**src/rtl/memory_access_ctrl.sv**
```systemverilog
`default_nettype none
// ============================================================================
// Module   : memory_access_ctrl
// Purpose  : Valid/ready command front-end for a sync-write / async-read bit
//            memory: read, write, toggle (RMW) and clear-all, one response
//            per command. Optional readback check: MEMCTRL_READBACK_EN.
// Revision : 1.0  initial release
// ============================================================================
module memory_access_ctrl #(
    parameter int ADDR_W = 1,
    parameter int DATA_W = 1
) (
    input  logic              clk,
    input  logic              rst_n,
    input  logic              req_valid_i,
    output logic              req_ready_o,
    input  logic [1:0]        req_op_i,
    input  logic [ADDR_W-1:0] req_addr_i,
    input  logic [DATA_W-1:0] req_wdata_i,
    output logic              rsp_valid_o,
    input  logic              rsp_ready_i,
    output logic [DATA_W-1:0] rsp_data_o,
    output logic              rsp_err_o,
    output logic              mem_we_o,
    output logic [ADDR_W-1:0] mem_addr_o,
    output logic [DATA_W-1:0] mem_wdata_o,
    input  logic [DATA_W-1:0] mem_rdata_i
);

    localparam logic [1:0]        OP_READ   = 2'b00;
    localparam logic [1:0]        OP_WRITE  = 2'b01;
    localparam logic [1:0]        OP_TOGGLE = 2'b10;
    localparam logic [1:0]        OP_CLEAR  = 2'b11;
    localparam logic [ADDR_W-1:0] ADDR_LAST = {ADDR_W{1'b1}};
    localparam logic [ADDR_W-1:0] ADDR_ONE  = ADDR_W'(1);

`ifdef MEMCTRL_READBACK_EN
    typedef enum logic [2:0] {
        ST_IDLE  = 3'd0,
        ST_EXEC  = 3'd1,
        ST_SWEEP = 3'd2,
        ST_CHECK = 3'd3,
        ST_RESP  = 3'd4
    } state_t;
`else
    typedef enum logic [2:0] {
        ST_IDLE  = 3'd0,
        ST_EXEC  = 3'd1,
        ST_SWEEP = 3'd2,
        ST_RESP  = 3'd4
    } state_t;
`endif

    state_t            state_q, state_d;
    logic [1:0]        op_q, op_d;
    logic [ADDR_W-1:0] addr_q, addr_d;
    logic [DATA_W-1:0] wdata_q, wdata_d;
    logic [ADDR_W-1:0] cnt_q, cnt_d;
    logic [DATA_W-1:0] rsp_data_q, rsp_data_d;
`ifdef MEMCTRL_READBACK_EN
    logic              err_q, err_d;
`endif

    always_ff @(posedge clk or negedge rst_n) begin
        if (!rst_n) begin
            state_q    <= ST_IDLE;
            op_q       <= OP_READ;
            addr_q     <= '0;
            wdata_q    <= '0;
            cnt_q      <= '0;
            rsp_data_q <= '0;
`ifdef MEMCTRL_READBACK_EN
            err_q      <= 1'b0;
`endif
        end else begin
            state_q    <= state_d;
            op_q       <= op_d;
            addr_q     <= addr_d;
            wdata_q    <= wdata_d;
            cnt_q      <= cnt_d;
            rsp_data_q <= rsp_data_d;
`ifdef MEMCTRL_READBACK_EN
            err_q      <= err_d;
`endif
        end
    end

    // Memory strobes decode straight from the state register so an
    // asynchronous reset removes mem_we_o without waiting for a clock edge.
    always_comb begin
        state_d     = state_q;
        op_d        = op_q;
        addr_d      = addr_q;
        wdata_d     = wdata_q;
        cnt_d       = cnt_q;
        rsp_data_d  = rsp_data_q;
`ifdef MEMCTRL_READBACK_EN
        err_d       = err_q;
`endif
        req_ready_o = 1'b0;
        rsp_valid_o = 1'b0;
        mem_we_o    = 1'b0;
        mem_addr_o  = '0;
        mem_wdata_o = '0;

        case (state_q)
            ST_IDLE: begin
                req_ready_o = 1'b1;
                if (req_valid_i) begin
                    op_d    = req_op_i;
                    addr_d  = req_addr_i;
                    wdata_d = req_wdata_i;
                    cnt_d   = '0;
`ifdef MEMCTRL_READBACK_EN
                    err_d   = 1'b0;
`endif
                    state_d = (req_op_i == OP_CLEAR) ? ST_SWEEP : ST_EXEC;
                end
            end

            ST_EXEC: begin
                mem_addr_o = addr_q;
                case (op_q)
                    OP_WRITE: begin
                        mem_we_o    = 1'b1;
                        mem_wdata_o = wdata_q;
                        rsp_data_d  = wdata_q;
                    end
                    OP_TOGGLE: begin
                        mem_we_o    = 1'b1;
                        mem_wdata_o = ~mem_rdata_i;
                        rsp_data_d  = ~mem_rdata_i;
                    end
                    default: rsp_data_d = mem_rdata_i;
                endcase
`ifdef MEMCTRL_READBACK_EN
                state_d = (op_q == OP_READ) ? ST_RESP : ST_CHECK;
`else
                state_d = ST_RESP;
`endif
            end

            // The counter wraps back to 0 on the last address, which leaves
            // it ready for the readback sweep.
            ST_SWEEP: begin
                mem_we_o   = 1'b1;
                mem_addr_o = cnt_q;
                rsp_data_d = '0;
                cnt_d      = cnt_q + ADDR_ONE;
                if (cnt_q == ADDR_LAST) begin
`ifdef MEMCTRL_READBACK_EN
                    state_d = ST_CHECK;
`else
                    state_d = ST_RESP;
`endif
                end
            end

`ifdef MEMCTRL_READBACK_EN
            ST_CHECK: begin
                if (op_q == OP_CLEAR) begin
                    mem_addr_o = cnt_q;
                    if (mem_rdata_i != '0) begin
                        err_d = 1'b1;
                    end
                    cnt_d = cnt_q + ADDR_ONE;
                    if (cnt_q == ADDR_LAST) begin
                        state_d = ST_RESP;
                    end
                end else begin
                    mem_addr_o = addr_q;
                    err_d      = (mem_rdata_i != rsp_data_q);
                    state_d    = ST_RESP;
                end
            end
`endif

            ST_RESP: begin
                rsp_valid_o = 1'b1;
                if (rsp_ready_i) begin
                    state_d = ST_IDLE;
                end
            end

            default: state_d = ST_IDLE;
        endcase
    end

    assign rsp_data_o = rsp_data_q;
`ifdef MEMCTRL_READBACK_EN
    assign rsp_err_o  = err_q;
`else
    assign rsp_err_o  = 1'b0;
`endif

endmodule
`default_nettype wire
```
**config.mk**
```make
export PLATFORM = sky130hd
export DESIGN_NAME = memory_access_ctrl
export DESIGN_NICKNAME = d
export VERILOG_FILES = /design/src/rtl/memory_access_ctrl.sv
export SDC_FILE = /design/constraint.sdc
export NUM_CORES = 1
export LEC_CHECK = 0
export ABC_AREA = 0
export CAP_MARGIN = 25
export CORE_MARGIN = 5
export CORE_UTILIZATION = 40
export CTS_BUF_LIST = sky130_fd_sc_hd__clkbuf_8
export DETAILED_ROUTE_END_ITERATION = 16
export GPL_TIMING_DRIVEN = 0
export PLACE_DENSITY = 0.74
export RECOVER_POWER = 100
export SYNTH_ARGS = -nofsm -noshare
export SYNTH_HDL_FRONTEND = slang
export SYNTH_SLANG_ARGS = --single-unit
```
**constraint.sdc**
```tcl
create_clock -name clk -period 2.18 [get_ports clk]
set_input_delay 0.654 -clock clk [delete_from_list [all_inputs] [get_ports clk]]
set_output_delay 0.654 -clock clk [all_outputs]
set_load 0.1 [all_outputs]
```
==> flow_summary.toml, run 1 <==
[outcome]
status = "finished, violations left"
failed_checks = "setup timing"

[die]
rows = 13
start_util = 0.4093
die_area_um2 = 2119
die_w_um = 46.03
ioPinCount = 16
core_area_um2 = 1269
die_height_um = 46.03

[routing]
drt_iter0_markers = 9
drtAntennaViolNets = 0
routedWlPerCell_um = 12.12
firstDrtPassIters = 4
drt-vias-per-instance = 4.929
via_count = 414
remaining_drc_errors = 0
totalWireLength_mm = 1.018

[global_route]
track_usage = 0.1276
grt_pass1_wl_mm = 1.800
globalRouteMet1Util = 0.1439
grt_pass1_vias = 439
grtUsageMet2 = 0.1896
gr-total-overflow = 0
use_met3 = 0.04743
busiest_layer = "met2"
grt_start_max_net_pins = 11
antenna_found_initial = 0

[sta]
finalWorstSetupSlack_ns = -0.2384
setup_viol = 1
grt_setup_unrepaired = "yes"
fin_skew_ns = 0.0003192
fin_crit_ns = 2.418
tightest_slew_ns = 1.162
finalCritPeriodShare = 1.109
hold_viol = 0
slew_violations = 0
slew-limit-headroom = 0.2285
timing.fmax_mhz = 413.5

[worst_setup_path]
max_stage_delay_ns = 0.49
crit_type = "flop to output pin"
worst-r2r-cell-count = 5
rr_startpoint = "op_q[0]$_DFFE_PN0P_"
worst_ep_arrival_time_ns = 1.76
start_kind = "flop"
crit_chain = "inv_2 -> ha_4 -> or4b_4 -> a21oi_4 -> buf_12"
cp_num_buf_inv = 2
crit_path_end_kind = "output pin"
r2r_setup_slack_ns = 0.66
worst-path-max-fanout = 3
r2r_end = "rsp_data_o$_DFFE_PN0P_"
cp.required_ns = 1.53
crit_family = "simple AND/OR/NAND/NOR gates"
cp_slowest_cell = "or4b_4"

[placed_design]
dpl_cell_area_um2 = 715.7
portBuffers = 14
dpl.hpwl_um = 756.3
gp_congestion = 0.6835

[final_layout]
area.growth.synth_to_final_pct = 50.84
nets = 81
fin_area_um2 = 783.3
drive_above_1_share = 0.3623
register_area_um2 = 225.2
n_fill_cell = 112
multi_input_area_um2 = 306.5
antenna_cells = 0

[cts]
cts_tree = "done"
cts_made_buffers = 3
h-tree-depth = 1
clk_pin_slew_ns = 0.04
post_cts.repair.setup_buffers = 0
cts_hold_buf = 0
worstSkewPairLatency_ns = 0.23
clock_sinks = 9
cts_root_buf = "clkbuf_8"
clock_path_buffers = 2

[yosys]
synth-xor-area-share = 0
synth_compound_area_frac = 0.1422
synth-simple-area-share = 0.2048
syn_avg_cell_area_um2 = 10.18
synth_top_family_by_area = "simple AND/OR/NAND/NOR gates"
synthCells = 51
synthAdderAreaFrac = 0.04819
synth.net_count = 62
synth_mux_area_frac = 0.08675
ys_ff_latch = 9
synth.cell_area_um2 = 519.2
synth_warnings = 0
ys_types = 25
ys_seq_area_frac = 0.4337

[hold_path]
min_path_type = "flop to flop"
min-delay-start = "addr_q$_DFFE_PN0P_"
holdPathEnd = "addr_q$_DFFE_PN0P_"
hold_depth = 1

[flow_run]
drv_cap = 0
-- state kept, by name, summed over array words and instances, names as in the netlist --
signal and cells:
addr_q 1, cnt_q 1, op_q 2, rsp_data_o 1, state_q 3, wdata_q 1
-- repair_timing --
| action | in CTS | in global routing |
|---|---|---|
| gates resized for setup | 34 | 6 |
| hold endpoints to repair | 0 | 0 |
| pin swaps | 1 | 0 |
| setup endpoints to repair | 6 | 4 |
-- cell families (layout without fill, tap and decap cells) --
| logic type | count (synthesis) | after routing |
|---|---|---|
| AND/OR/NAND/NOR | 17 | 17 |
| AO/OA/AOI/OAI | 11 | 11 |
| flip-flops | 9 | 9 |
| buffers and inverters | 7 | 25 |
| multiplexers | 4 | 4 |
| adder cells (fa/ha/maj) | 2 | 2 |
| other | 1 | 1 |
-- synth_stat cells --
master	count	area (um2)
ha_1	2	25.02
o21ai_0	1	5.000
dfrtp_1	9	225.2
o31ai_1	1	7.510
nand2b_1	4	25.02
inv_1	3	11.26
nand4b_1	1	8.760
or3_1	1	6.260
buf_4	1	7.510
a21oi_1	4	20.02
mux2_2	4	45.04
o2bb2ai_1	1	8.760
a21oi_2	1	8.760
nor2b_1	2	12.51
a22oi_1	1	7.510
a211o_1	1	8.760
nor3b_1	1	7.510
nor2_1	2	7.510
buf_6	1	11.26
buf_2	2	10.01
or4b_4	1	13.76
conb_1	1	3.750
nor3_2	1	10.01
a21o_1	1	7.510
nand2_1	4	15.01
-- worst max path at each step --
stage                                      start          end  slack (ns)  depth (start not counted)
after global routing         op_q[0]$_DFFE_PN0P_  mem_wdata_o       -0.28                          5
after floorplan           state_q[1]$_DFFE_PN0P_  rsp_valid_o       -0.24                          2
final                        op_q[0]$_DFFE_PN0P_  mem_wdata_o       -0.24                          5
after CTS                    op_q[0]$_DFFE_PN0P_  mem_wdata_o       -0.25                          5
after detailed placement             mem_rdata_i  mem_wdata_o       -1.04                          4
after global placement               mem_rdata_i  mem_wdata_o       -1.04                          4
-- final cells by class --
class / count / share of cell area
Timing Repair Buffer: 14 / 0.1853
Tap cell: 15 / 0.02396
Inverter: 3 / 0.01438
Multi-Input combinational cell: 35 / 0.3914
Clock buffer: 3 / 0.05272
Sequential cell: 9 / 0.2875
Buffer: 4 / 0.03994
Clock inverter: 1 / 0.004792
-- cell usage in the layout, fill, tap and decap left out --
cell type        n
o2bb2ai_1        1
dfrtp_1          9
or4b_4           1
nor2_1           1
inv_2            1
clkbuf_1         1
a211o_1          1
clkbuf_8         3
buf_4            1
or3_1            1
inv_1            3
ha_1             1
dlygate4sd3_1    3
nor2_4           1
nand2_1          4
nor3b_2          1
ha_4             1
nand2b_1         4
buf_6            2
o31ai_1          1
nand4b_1         1
buf_12           2
buf_2            1
a21oi_1          3
o21ai_0          1
mux2_2           4
clkbuf_4         1
clkdlybuf4s50_1  5
a21oi_4          2
clkbuf_2         2
nor2b_2          1
conb_1           1
a22oi_1          1
a21o_1           1
nor2b_1          1
nor3_4           1
-- routing by layer --
| layer | share of wire | routed length (um) |
|---|---|---|
| met4 | 0.014 | 14 |
| met2 | 0.48 | 485 |
| met1 | 0.47 | 477 |
| met5 | 0 | 0 |
| met3 | 0.039 | 40 |
-- metrics by stage --
| stage | instances | hold WS [ns] | utilization | worst slack, ns | setup TNS, ns |
|---|---|---|---|---|---|
| floorplan | 51 | 0.3584 | - | -0.2424 | -0.4529 |
| global placement | 80 | 0.4928 | 0.5641 | -1.039 | -2.969 |
| detailed placement | 80 | 0.4959 | 0.5641 | -1.035 | -2.981 |
| CTS | 84 | 0.5057 | 0.6154 | -0.2468 | -0.2468 |
| global route | 84 | 0.5276 | 0.6174 | -0.2837 | -0.2951 |
| finish | 84 | 0.5029 | 0.6174 | -0.2384 | -0.2384 |
Power of run 1 is left out: the tool's default activity adds up to more than one toggle a clock period on the data nets, which glitch-free logic cannot reach.
==> run 2, diff against run 1 <==
- ABC_AREA: 0 -> default
- CTS_BUF_LIST: sky130_fd_sc_hd__clkbuf_8 -> sky130_fd_sc_hd__clkbuf_4
==> run 2 against run 1 <==
  * The run still ends with setup timing left
  * Fmax fell by 0.73%
  * Die area unchanged
  * Global-route usage increased by 1.1 points
  * Via count increased by 5.1%
  * Critical path depth did not move
  * Sequential share of layout area down 1.2 points
  * Non-clock buffer count rose by 4
  * Critical path type unchanged
==> flow_summary.toml, run 2 (same netlist as run 1, synthesis figures left out) <==
[outcome]
status = "finished, violations left"
failed_checks = "setup timing"

[global_route]
grt_pass1_wl_mm = 1.959
gr-total-overflow = 0
track_usage = 0.1388
grt_pass1_vias = 472
antenna_found_initial = 0
grt_start_max_net_pins = 11

[routing]
drt-vias-per-instance = 4.943
totalWireLength_mm = 1.093
routedWlPerCell_um = 12.42
via_count = 435
remaining_drc_errors = 0
drtAntennaViolNets = 0
drt_iter0_markers = 5
firstDrtPassIters = 3

[sta]
fin_crit_ns = 2.436
fin_skew_ns = 0.002213
finalCritPeriodShare = 1.118
slew_violations = 0
slew-limit-headroom = 0.3717
grt_setup_unrepaired = "yes"
timing.fmax_mhz = 410.5
finalWorstSetupSlack_ns = -0.2562
tightest_slew_ns = 0.9462
setup_viol = 1
setup_tns_ns = -0.2562
hold_viol = 0

[worst_setup_path]
crit_path_end_kind = "output pin"
start_kind = "flop"
crit_type = "flop to output pin"
worst-path-max-fanout = 3
worst_ep_arrival_time_ns = 1.78
cp.required_ns = 1.53

[cts]
cts_hold_buf = 0
worstSkewPairLatency_ns = 0.26
h-tree-depth = 1
clock_sinks = 9
clk_pin_slew_ns = 0.06
cts_root_buf = "clkbuf_4"
cts_tree = "done"
clock_path_buffers = 2
cts_made_buffers = 3

[placed_design]
pre_cts_slack_ns = -1.035
dpl_cell_area_um2 = 715.7
dpl.hpwl_um = 756.3
gp_congestion = 0.6835
portBuffers = 14

[final_layout]
n_fill_cell = 108
area.growth.synth_to_final_pct = 57.35
nets = 85
reg_top3 = "state_q (3), op_q (2)"
multi_input_area_um2 = 316.6
largest_reg_flops = 3
fin_area_um2 = 817.0
drive_above_1_share = 0.4247
register_area_um2 = 225.2
top_register = "state_q"
final_cell_mix = "dfrtp_1, buf_4, clkbuf_4, clkdlybuf4s50_1"
antenna_cells = 0
layout_commonest_cell = "dfrtp_1"

[hold_path]
min_path_type = "flop to flop"

[die]
rows = 13
start_util = 0.4093
core_area_um2 = 1269
die_height_um = 46.03
ioPinCount = 16
die_area_um2 = 2119
die_w_um = 46.03

[flow_run]
drv_cap = 0
[run 2: layout make-up]
cell class	count	area share
Multi-Input combinational cell	35	0.3874
Sequential cell	9	0.2757
Buffer	4	0.03828
Tap cell	15	0.02297
Clock buffer	4	0.03675
Inverter	3	0.01378
Timing Repair Buffer	18	0.2251
[run 2: worst max-delay path, cell delays in order, from the launching register on]
cell	delay (ns)
dfrtp_1	0.39
inv_2	0.08
ha_4	0.20
or4b_4	0.49
a21oi_4	0.16
buf_12	0.19
[run 2: final timing paths]
path | start | end | slack [ns] | cells past startpoint
max | op_q[0]$_DFFE_PN0P_ | mem_wdata_o | -0.26 | 5
min | wdata_q$_DFFE_PN0P_ | wdata_q$_DFFE_PN0P_ | 0.51 | 1
max reg2reg | op_q[0]$_DFFE_PN0P_ | rsp_data_o$_DFFE_PN0P_ | 0.58 | 6
min reg2reg | wdata_q$_DFFE_PN0P_ | wdata_q$_DFFE_PN0P_ | 0.51 | 1
max in group asynchronous | rst_n | wdata_q$_DFFE_PN0P_ | 1.15 | 1
min in group asynchronous | rst_n | state_q[2]$_DFFE_PN0P_ | 0.75 | 1
[run 2: metrics by stage]
step | hold slack (ns) | utilization | std cells
after floorplan | 0.3584 | - | 51
after global placement | 0.4928 | 0.5641 | 80
after detailed placement | 0.4959 | 0.5641 | 80
after CTS | 0.5141 | 0.6193 | 87
after global routing | 0.5324 | 0.6440 | 88
final | 0.5126 | 0.6440 | 88
[run 2: timing repair]
item	4_1_cts	5_1_grt
pin swaps	1	1
gates resized for setup	37	9
setup buffers	3	1
endpoints found under the setup margin	6	5
[run 2: per-layer routing]
layer,vias up,global-route usage,part of all wire
li1,221,-,-
met4,0,0.1193,0.026
met3,3,0.03557,0.031
met2,9,0.2115,0.48
met1,202,0.1582,0.46
met5,-,0,0
Power of run 2 is left out for the same reason.
==> run 3, diff against run 2 <==
- CORE_MARGIN: 5 -> 2
- GPL_TIMING_DRIVEN: 0 -> default
==> run 3 against run 2 <==
  * Core utilization grew 7.6 points
  * Non-clock buffer count is the same
  * Via count is the same
  * The run still ends with setup timing left
  * Sequential share of layout area shrank 0.50 points
==> flow_summary.toml, run 3 (same netlist as run 1, synthesis figures left out) <==
[placed_design]
gp_congestion = 0.7170
portBuffers = 14
dpl.hpwl_um = 845.8

[final_layout]
nets = 85
drive_above_1_share = 0.3973
final_cell_mix = "dfrtp_1, clkdlybuf4s50_1, buf_4"
antenna_cells = 0
reg_top3 = "state_q (3), op_q (2)"
area.growth.synth_to_final_pct = 60.24
layout_commonest_cell = "dfrtp_1"
largest_reg_flops = 3
top_register = "state_q"

[worst_setup_path]
worst-path-max-fanout = 2
crit_type = "flop to output pin"
cp_slowest_cell = "or4b_4"
crit_chain = "inv_2 -> ha_4 -> or4b_4 -> a21oi_4 -> buf_12"
cp.required_ns = 1.53
cp_num_buf_inv = 2
worst_ep_arrival_time_ns = 1.75
start_kind = "flop"
max_stage_delay_ns = 0.49
crit_path_end_kind = "output pin"
crit_family = "simple AND/OR/NAND/NOR gates"

[routing]
via_count = 435
drtAntennaViolNets = 0
totalWireLength_mm = 1.016
drt_iter0_markers = 7
firstDrtPassIters = 4
remaining_drc_errors = 0
drt-vias-per-instance = 5.000
routedWlPerCell_um = 11.68

[hold_path]
min_path_type = "flop to flop"

[global_route]
gr-total-overflow = 0
antenna_found_initial = 0
grt_start_max_net_pins = 10
grt_pass1_wl_mm = 1.821
track_usage = 0.1766
grt_pass1_vias = 427

[sta]
setup_viol = 3
tightest_slew_ns = 0.5400
fin_crit_ns = 2.407
slew_violations = 0
finalWorstSetupSlack_ns = -0.2269
finalCritPeriodShare = 1.104
timing.fmax_mhz = 415.5
slew-limit-headroom = 0.6415
fin_skew_ns = 0.002194
hold_viol = 0
setup_tns_ns = -0.3461
grt_setup_unrepaired = "yes"

[cts]
h-tree-depth = 1
clock_path_buffers = 2
worstSkewPairLatency_ns = 0.26
clock_sinks = 9
clk_pin_slew_ns = 0.06
cts_root_buf = "clkbuf_4"
cts_made_buffers = 3
cts_tree = "done"

[flow_run]
drv_cap = 0

[outcome]
status = "finished, violations left"
failed_checks = "setup timing"

[die]
die_height_um = 40.03
rows = 12
core_area_um2 = 1156
ioPinCount = 16
die_area_um2 = 1602
start_util = 0.4491
die_w_um = 40.03
==> run 3: cell count changes in the layout (fill, tap and decap cells not counted), sizes merged <==
cell	delta
buf	+1
clkdlybuf4s15	-1
clkdlybuf4s50	+1
dlygate4sd3	-1
==> run 3: metal layers <==
metal	wire length, um	track usage
met5	0	0
met4	13	0.1034
met3	40	0.03333
met2	508	0.2702
met1	452	0.2300
==> run 3: timing repair <==
item,CTS,global route
hold buffers,0,0
resized for setup,5,2
setup endpoints to repair,2,3
pin swaps,2,1
endpoints found under the hold margin,0,0
setup buffers,2,1
==> run 3: final timing paths <==
kind                       slack (ns)             endpoint              startpoint  cells past startpoint
setup / recovery                -0.23          mem_wdata_o     op_q[0]$_DFFE_PN0P_                      5
hold / removal                   0.51  wdata_q$_DFFE_PN0P_     wdata_q$_DFFE_PN0P_                      1
setup reg to reg                 0.54  op_q[1]$_DFFE_PN0P_  state_q[0]$_DFFE_PN0P_                      4
hold reg to reg                  0.51  wdata_q$_DFFE_PN0P_     wdata_q$_DFFE_PN0P_                      1
max in group asynchronous        1.13  wdata_q$_DFFE_PN0P_                   rst_n                      1
min in group asynchronous        0.76    cnt_q$_DFFE_PN0P_                   rst_n                      1
==> run 3: area by class of cell <==
type                    count  area, um2
clock buffers               4      30.03
well taps                  14      17.52
multi-input cells          35      302.8
inverters                   3      11.26
repair buffers             22      245.2
flip-flops and latches      9      225.2
fillers                    83      324.1
==> run 3: worst reg2reg max path, delay by kind of cell, from the launching register on <==
kind          cells  cell delay, ns
simple gates      2            0.58
flops             1            0.46
mux               1            0.33
buf+inv           1            0.16
==> run 3: metrics by stage <==
step           area, um2  utilization  hold WS (ns)  worst slack [ns]  cells
6_report           832.0       0.7197        0.5086           -0.2269     87
5_1_grt            832.0       0.7197        0.5361           -0.2948     87
4_1_cts            854.6       0.7392        0.5074           -0.2448     86
3_5_place_dp       790.8       0.6840        0.4943           -0.1033     81
3_3_place_gp       790.8       0.6840        0.4892          -0.09297     81
2_1_floorplan      556.8            -        0.3584           -0.2424     51
Power of run 3 is left out for the same reason.
